[config.mk]
export PLATFORM = sky130hd
export DESIGN_NAME = mips_bus_master_flat
export DESIGN_NICKNAME = d
export VERILOG_FILES = /design/src/rtl/mips_bus_master_if.sv /design/src/rtl/mips_bus_master.sv /design/src/flat_wrapper.sv
export SDC_FILE = /design/constraint.sdc
export NUM_CORES = 1
export LEC_CHECK = 0
export ABC_AREA = 1
export CORE_MARGIN = 8
export CORE_UTILIZATION = 46
export DETAILED_ROUTE_END_ITERATION = 7
export GPL_TIMING_DRIVEN = 0
export PLACE_DENSITY = 0.89
export SLEW_MARGIN = 20
export SYNTH_ARGS = -nofsm -noshare
export SYNTH_HDL_FRONTEND = slang
export SYNTH_SLANG_ARGS = --single-unit
[constraint.sdc]
create_clock -name clk -period 5.3 [get_ports clk]
set_clock_uncertainty 0.15 [all_clocks]
set_input_delay 0.53 -clock clk [delete_from_list [all_inputs] [get_ports clk]]
set_output_delay 0.53 -clock clk [all_outputs]
set_load 0.02 [all_outputs]
[src/rtl/mips_bus_master_if.sv]
// Memory-side bus of mips_bus_master: word address, byte enables, read/write strobes,
// waitrequest stall and one-cycle-registered readdata from the RAM model.
interface mips_bus_master_if;
  logic [31:0] address;
  logic        write;
  logic        read;
  logic [31:0] writedata;
  logic [3:0]  byteenable;
  logic        waitrequest;
  logic [31:0] readdata;

  modport master (
    output address, write, read, writedata, byteenable,
    input  waitrequest, readdata
  );

  modport slave (
    input  address, write, read, writedata, byteenable,
    output waitrequest, readdata
  );
endinterface

[src/rtl/mips_bus_master.sv]
// Converts one CPU load/store at a time into a word-aligned bus access with lane steering,
// waitrequest timeout and extended load data. Optional alignment check: MIPS_BUS_ALIGN_CHECK_EN.
module mips_bus_master #(
  parameter int unsigned WAIT_TIMEOUT = 255
) (
  input  logic              clk,
  input  logic              reset,
  input  logic              req_valid,
  output logic              req_ready,
  input  logic              req_write,
  input  logic [31:0]       req_addr,
  input  logic [1:0]        req_size,
  input  logic              req_signed,
  input  logic [31:0]       req_wdata,
  output logic              resp_valid,
  output logic [31:0]       resp_rdata,
  output logic              resp_error,
  mips_bus_master_if.master bus
);

  typedef enum logic [2:0] {
    S_IDLE,
    S_REQ,
    S_DATA,
    S_RESP,
    S_ERR_RESP
  } state_t;

  localparam logic [15:0] TIMEOUT_LAST = 16'(WAIT_TIMEOUT - 1);

  state_t      state;
  logic [1:0]  lane_q;
  logic [1:0]  size_q;
  logic        signed_q;
  logic [15:0] wait_cnt;

  logic [3:0]  be_next;
  logic [31:0] wd_next;
  logic        misaligned;
  logic [31:0] byte_shift;
  logic [31:0] half_shift;
  logic [31:0] load_data;

  assign req_ready = (state == S_IDLE);

  // NOTE: every always_comb output gets a default first so no path leaves it unassigned (no latch).
  always_comb begin
    be_next = 4'b1111;
    wd_next = req_wdata;
    case (req_size)
      2'b00: begin
        be_next = 4'b0001 << req_addr[1:0];
        wd_next = {4{req_wdata[7:0]}};
      end
      2'b01: begin
        be_next = req_addr[1] ? 4'b1100 : 4'b0011;
        wd_next = {2{req_wdata[15:0]}};
      end
      default: ;
    endcase
  end

`ifdef MIPS_BUS_ALIGN_CHECK_EN
  assign misaligned = (req_size == 2'b01 && req_addr[0]) ||
                      (req_size[1] && req_addr[1:0] != 2'b00);
`else
  assign misaligned = 1'b0;
`endif

  // Right-align the addressed lane, then extend from the latched size and signedness.
  always_comb begin
    byte_shift = bus.readdata >> {lane_q, 3'b000};
    half_shift = bus.readdata >> {lane_q[1], 4'b0000};
    case (size_q)
      2'b00:   load_data = {{24{signed_q & byte_shift[7]}}, byte_shift[7:0]};
      2'b01:   load_data = {{16{signed_q & half_shift[15]}}, half_shift[15:0]};
      default: load_data = bus.readdata;
    endcase
  end

  // NOTE: all state and registered outputs use non-blocking assignment so every branch sees pre-edge values.
  always_ff @(posedge clk or posedge reset) begin
    if (reset) begin
      state          <= S_IDLE;
      lane_q         <= '0;
      size_q         <= '0;
      signed_q       <= 1'b0;
      wait_cnt       <= '0;
      bus.address    <= '0;
      bus.write      <= 1'b0;
      bus.read       <= 1'b0;
      bus.writedata  <= '0;
      bus.byteenable <= '0;
      resp_valid     <= 1'b0;
      resp_error     <= 1'b0;
      resp_rdata     <= '0;
    end else begin
      case (state)
        S_IDLE: begin
          if (req_valid) begin
            lane_q         <= req_addr[1:0];
            size_q         <= req_size;
            signed_q       <= req_signed;
            wait_cnt       <= '0;
            bus.address    <= {req_addr[31:2], 2'b00};
            bus.byteenable <= be_next;
            bus.writedata  <= wd_next;
            if (misaligned) begin
              state      <= S_ERR_RESP;
              resp_valid <= 1'b1;
              resp_error <= 1'b1;
            end else begin
              bus.write <= req_write;
              bus.read  <= ~req_write;
              state     <= S_REQ;
            end
          end
        end
        S_REQ: begin
          if (!bus.waitrequest) begin
            bus.write <= 1'b0;
            bus.read  <= 1'b0;
            if (bus.write) begin
              state      <= S_RESP;
              resp_valid <= 1'b1;
            end else begin
              state <= S_DATA;
            end
          end else if (wait_cnt == TIMEOUT_LAST) begin
            // Abandon the access: strobe drops and no transfer is considered to have happened.
            bus.write  <= 1'b0;
            bus.read   <= 1'b0;
            state      <= S_ERR_RESP;
            resp_valid <= 1'b1;
            resp_error <= 1'b1;
          end else begin
            wait_cnt <= wait_cnt + 16'd1;
          end
        end
        S_DATA: begin
          resp_rdata <= load_data;
          resp_valid <= 1'b1;
          state      <= S_RESP;
        end
        S_RESP, S_ERR_RESP: begin
          resp_valid <= 1'b0;
          resp_error <= 1'b0;
          resp_rdata <= '0;
          state      <= S_IDLE;
        end
        default: state <= S_IDLE;
      endcase
    end
  end

endmodule

[src/flat_wrapper.sv]
// flat-port wrapper written by rule: the top's interface ports become plain ports
module mips_bus_master_flat 
#(
  parameter int unsigned WAIT_TIMEOUT = 255
)
  (clk, reset, req_valid, req_ready, req_write, req_addr, req_size, req_signed, req_wdata, resp_valid, resp_rdata, resp_error, bus_address, bus_write, bus_read, bus_writedata, bus_byteenable, bus_waitrequest, bus_readdata);
  mips_bus_master_if bus_i ();
  input  logic clk;
  input  logic reset;
  input  logic req_valid;
  output logic req_ready;
  input  logic req_write;
  input  logic [31:0] req_addr;
  input  logic [1:0] req_size;
  input  logic req_signed;
  input  logic [31:0] req_wdata;
  output logic resp_valid;
  output logic [31:0] resp_rdata;
  output logic resp_error;
  output wire logic [$bits(bus_i.address)-1:0] bus_address;
  output wire logic [$bits(bus_i.write)-1:0] bus_write;
  output wire logic [$bits(bus_i.read)-1:0] bus_read;
  output wire logic [$bits(bus_i.writedata)-1:0] bus_writedata;
  output wire logic [$bits(bus_i.byteenable)-1:0] bus_byteenable;
  input wire logic [$bits(bus_i.waitrequest)-1:0] bus_waitrequest;
  input wire logic [$bits(bus_i.readdata)-1:0] bus_readdata;
  assign bus_address = bus_i.address;
  assign bus_write = bus_i.write;
  assign bus_read = bus_i.read;
  assign bus_writedata = bus_i.writedata;
  assign bus_byteenable = bus_i.byteenable;
  assign bus_i.waitrequest = bus_waitrequest;
  assign bus_i.readdata = bus_readdata;
  mips_bus_master #(.WAIT_TIMEOUT(WAIT_TIMEOUT)) u_core (.clk(clk), .reset(reset), .req_valid(req_valid), .req_ready(req_ready), .req_write(req_write), .req_addr(req_addr), .req_size(req_size), .req_signed(req_signed), .req_wdata(req_wdata), .resp_valid(resp_valid), .resp_rdata(resp_rdata), .resp_error(resp_error), .bus(bus_i));
endmodule
; Word level (Yosys, flattened, before mapping)
; Cells that the tools add are included.
[totals]
reg_bits = 126
input_bits = 104
[classes]
n_addsub = 1
n_eq_ne = 13
n_shift = 3
mux = 26
bitwise_logic = 3
n_reduce_logical = 14
[ops]
columns = cell, n
row1 = 32-bit case mux with 2 select lines, 3
row2 = 16-bit 2-to-1 mux, 3
row3 = 16-bit case mux with 2 select lines, 1
row4 = 32-bit by 5-bit right shift with 16-bit output, 1
row5 = 32-bit by 5-bit right shift with 8-bit output, 1
row6 = 16-bit by 1-bit adder with 16-bit output (second input constant), 1
row7 = 16-bit by 8-bit == test with 1-bit output (second input constant), 1
row8 = 1-bit 2-to-1 mux, 9
row9 = 3-bit 2-to-1 mux, 3
row10 = 3-bit case mux with 3 select lines, 1
row11 = 3-bit AND reduction, 3
row12 = 4-bit case mux with 2 select lines, 1
row13 = 3-bit by 2-bit == test with 1-bit output (second input constant), 2
row14 = 2-bit inequality test (second input constant), 3
row15 = 3-bit by 2-bit inequality test with 1-bit output (second input constant), 2
row16 = 1-bit case mux with 2 select lines, 3
row17 = 2-bit nonzero test, 3
row18 = 2-bit by 1-bit == test with 1-bit output (second input constant), 2
row19 = 2-bit zero test, 2
row20 = 4-bit 2-to-1 mux, 1
row21 = 2-bit AND reduction, 2
row22 = 4-bit AND reduction, 1
row23 = 1-bit by 2-bit << shifter with 4-bit output (first input constant), 1
row24 = 3-bit by 1-bit == test with 1-bit output (second input constant), 1
row25 = 8 further kinds, 9

; Longest topological paths before layout
[depth]
word_depth = 4
depth_mapped = 11

; Worst setup path after synthesis
; No wires, ideal clock.
[synth_timing]
kind = flip-flop to flip-flop
from = register u_core.state[2]
to = register u_core.bus.read
t_arrival_ps = 1414
required_ps = 5085
setup_slack_ps = 3671
path_stages_with_launch = 10
n_path_buf = 1
period_less_slack_ps = 1629
path_cell_list = dfrtp_1 -> inv_2 -> nand2_2 -> nor2_4 -> inv_2 -> nor2_8 -> inv_2 -> buf_2 -> or2_1 -> nand2_1
[synth_via]
elab_chain_len = 3
word_cells_on_any_way = 7
classes_between = eq/ne (3) / mux (1) / reduce/logical (3)
[synth_lines]
columns = item, line_no
row1 = "start, declared", mips_bus_master.sv:31  ; state_t state;
row2 = "start signal, assigned", mips_bus_master.sv:84  ; state <= S_IDLE;
row3 = "start signal, assigned", mips_bus_master.sv:109  ; state <= S_ERR_RESP;
row4 = "start signal, assigned", mips_bus_master.sv:115  ; state <= S_REQ;
row5 = 3-bit zero test (*), n/a
row6 = net req_ready, flat_wrapper.sv:11  ; output logic req_ready;
row7 = 2-bit inequality test (no line) or 2-bit nonzero test (tied branches), n/a
row8 = 3-bit AND reduction (no line), n/a
row9 = "end signal, assigned", mips_bus_master.sv:114  ; bus.read <= ~req_write;
row10 = "end, declared", mips_bus_master_if.sv:13  ; output address, write, read, writedata, byteenable,
; The timed path passes the listed nets; every way through them passes the cells marked *.
; A chain may end at the register's enable or synchronous reset.

; Worst setup path in the final report
[layout_timing]
from = register u_core.state[2]
to = output port req_ready
[layout_via]
elab_chain_len = 1
[layout_lines]
columns = item, line_no
row1 = 3-bit zero test, mips_bus_master.sv:44  ; assign req_ready = (state == S_IDLE);
row2 = "end, declared", flat_wrapper.sv:11
; No other way between the ends.

==> metrics.yaml <==
run_status:
  status: "finished, final reports clean"
synthesis:
  ys_types: 31
  yosysSeqAreaShare_pct: 50.8
  syn_area_per_cell_sq_um: 7.64
  synth-seq-cells: 126
  synthCells: 812
  synth_area_leaders: "dfrtp_1 51%, nand2_1 23%, o21ai_0 6.9%"
  synth_top_area_share_pct: 50.8
  synth_area_sq_um: 6200
  yosysTopAreaCell: "dfrtp_1"
  ys_warn_count: 0
drt:
  antenna_left: 0
  routedWlPerCell_um: 16.5
  drtPass1Iterations: 7
  drc: 0
  vias: 6295
  drt_wl_total_mm: 20.2
  vias_per_cell: 5.13
  first_iter_violations: 439
floorplanning:
  die_area_sq_um: 17500
  fp.dieH_um: 132
  core_area_sq_um: 13200
  row_count: 42
  initial_utilization_pct: 47.0
  ioPinCount: 209
  die_w_um: 132
clock_tree:
  cts_made_buffers: 17
  clockRootBuffer: "clkbuf_16"
  postCtsSetupRepairBufs: 0
  tritoncts: "built"
  cts_resized: 0
  path_clk_slew_ns: 0.06
  cts_buffer_depth: 2
  h-tree-depth: 4
  cts_sinks: 126
  postCtsHoldBufs: 0
  clkLatencyLatePin_ns: 0.42
cells_and_area:
  multiInputGateArea_sq_um: 2720
  regArea_sq_um: 3150
  final_cell_mix: "372 x nand2_1, 205 x clkdlybuf4s50_1, 126 x dfrtp_1"
  antenna_cells: 0
  drive_above_1_share_pct: 7.23
  final_area_sq_um: 9110
  mostFrequentLayoutCell: "nand2_1"
  num-fill-cells: 1030
  finalNetCount: 1144
  area_delta_synth_final_pct: 46.8
power:
  ir_drop_v: 0.000421
  powerDensity_nw_per_um2: 585
  p_total_uw: 5320
  p_leak_uw: 0.00434
job:
  cap_violations: 0
setup_path:
  cpPeakStageDelay_ns: 0.61
  worstPathMaxFanout: 5
  worstSetupStartpointType: "flop"
  required_ns: 4.62
  crit_family: "buffers and inverters"
  crit_type: "reg -> out"
  slowest_stage: "clkdlybuf4s50_1"
  critPathCaptureType: "output pin"
  crit_chain: "inv_2 > nand2_2 > nor2_4 > clkdlybuf4s50_1"
  worst-endpoint-arrival_ns: 1.73
  worst-path-buf-inv: 2
  rrSetupSlack_ns: 3.45
worst_hold_path:
  hold_class: "reg -> reg"
sta:
  final_hold_viol_count: 0
  tightestPinTransition_ns: 0.568
  holdWs_ns: 0.320
  max_freq_mhz: 415
  slew_headroom_pct: 62.2
  period_needed_ns: 2.41
  slew_violations: 0
  rsz0062_at_grt: "no"
  setup_viol: 0
  fin_setup_tns_ns: 0
  finalCritPeriodShare_pct: 45.4
global_route:
  grtUsageTotal_pct: 23.6
  grt_pass1_wl_mm: 32.8
  grt_remaining_overflow: 0
  grt_max_degree: 74
  antenna_found_initial: 0
  grt_pass1_vias: 6436
place:
  dp_hpwl_mm: 15.6
  io_buffer_count: 205
  gp_congestion: 0.927
  place_area_sq_um: 8510
==> power by group <==
| part | internal (uW) | switching (uW) |
|---|---|---|
| Combinational | 1050 | 1540 |
| Clock | 721 | 435 |
| Sequential | 1340 | 239 |
| Total | 3100 | 2220 |
==> stage by stage <==
step / worst slack (ns) / instances / utilization (%)
final: 2.89 / 1227 / 69.0
after global routing: 2.82 / 1227 / 69.0
after CTS: 2.87 / 1227 / 69.0
after detailed placement: 3.00 / 1195 / 64.5
after global placement: -0.525 / 1194 / 64.3
after floorplan: 1.26 / 813 / -
==> worst min-delay path: cells and delay by family, from the launching register on <==
family	cells	cell delay [ns]
flops	1	0.34
simple gates	2	0.10
==> Yosys cell counts, drive strengths merged <==
cell type	number
and2	1
xor2	6
o21ai	95
o21a	6
clkbuf	17
inv	42
nand3	10
nand2	382
o21bai	5
nand4	15
ha	2
nor2	48
dfrtp	126
xnor2	1
buf	19
o211ai	9
or2	5
a21oi	21
a21boi	1
conb	1
==> sequential cells by signal, indices dropped and copies added, names as in the netlist <==
signal,cells
u_core.state,3
u_core.bus.address,30
u_core.bus.writedata,32
u_core.bus.write,1
u_core.resp_rdata,32
u_core.bus.read,1
u_core.signed_q,1
u_core.lane_q,2
u_core.resp_error,1
u_core.wait_cnt,16
u_core.resp_valid,1
u_core.bus.byteenable,4
u_core.size_q,2
==> cell type report <==
| class | instances | share of cell area (%) |
|---|---|---|
| Buffer | 36 | 1.95 |
| Multi-Input combinational cell | 609 | 29.9 |
| Tap cell | 176 | 2.42 |
| Clock inverter | 11 | 1.47 |
| Inverter | 42 | 1.79 |
| Sequential cell | 126 | 34.6 |
| Timing Repair Buffer | 206 | 22.8 |
| Clock buffer | 21 | 5.06 |
==> logic make-up after synthesis <==
logic type               synth area share [%]
other                                  0.0605
AO/OA/AOI/OAI                            12.0
buffers and inverters                    5.41
adder cells (fa/ha/maj)                 0.403
AND/OR/NAND/NOR                          30.4
XOR/XNOR                                0.988
flip-flops                               50.8
==> worst paths after layout <==
kind	cells past startpoint	endpoint	start
worst max-delay path	4	req_ready	u_core.state[2]
worst min-delay path	2	u_core.bus.writedata[20]	u_core.bus.writedata[20]
worst max register to register	10	u_core.wait_cnt[11]	u_core.wait_cnt[0]
worst min register to register	2	u_core.bus.writedata[20]	u_core.bus.writedata[20]
max in group asynchronous	3	u_core.resp_rdata[4]	reset
min in group asynchronous	2	u_core.bus.address[21]	reset
==> per-layer routing <==
layer | track usage (%) | vias up | wire length (um) | part of all wire, %
met1 | 25.5 | 2930 | 7740 | 38
li1 | - | 3043 | - | -
met5 | 0 | - | 0 | 0
met4 | 9.57 | 0 | 589 | 2.9
met2 | 38.0 | 279 | 9420 | 47
met3 | 12.6 | 43 | 2500 | 12
Note: power is estimated with default switching activity, not from simulation.
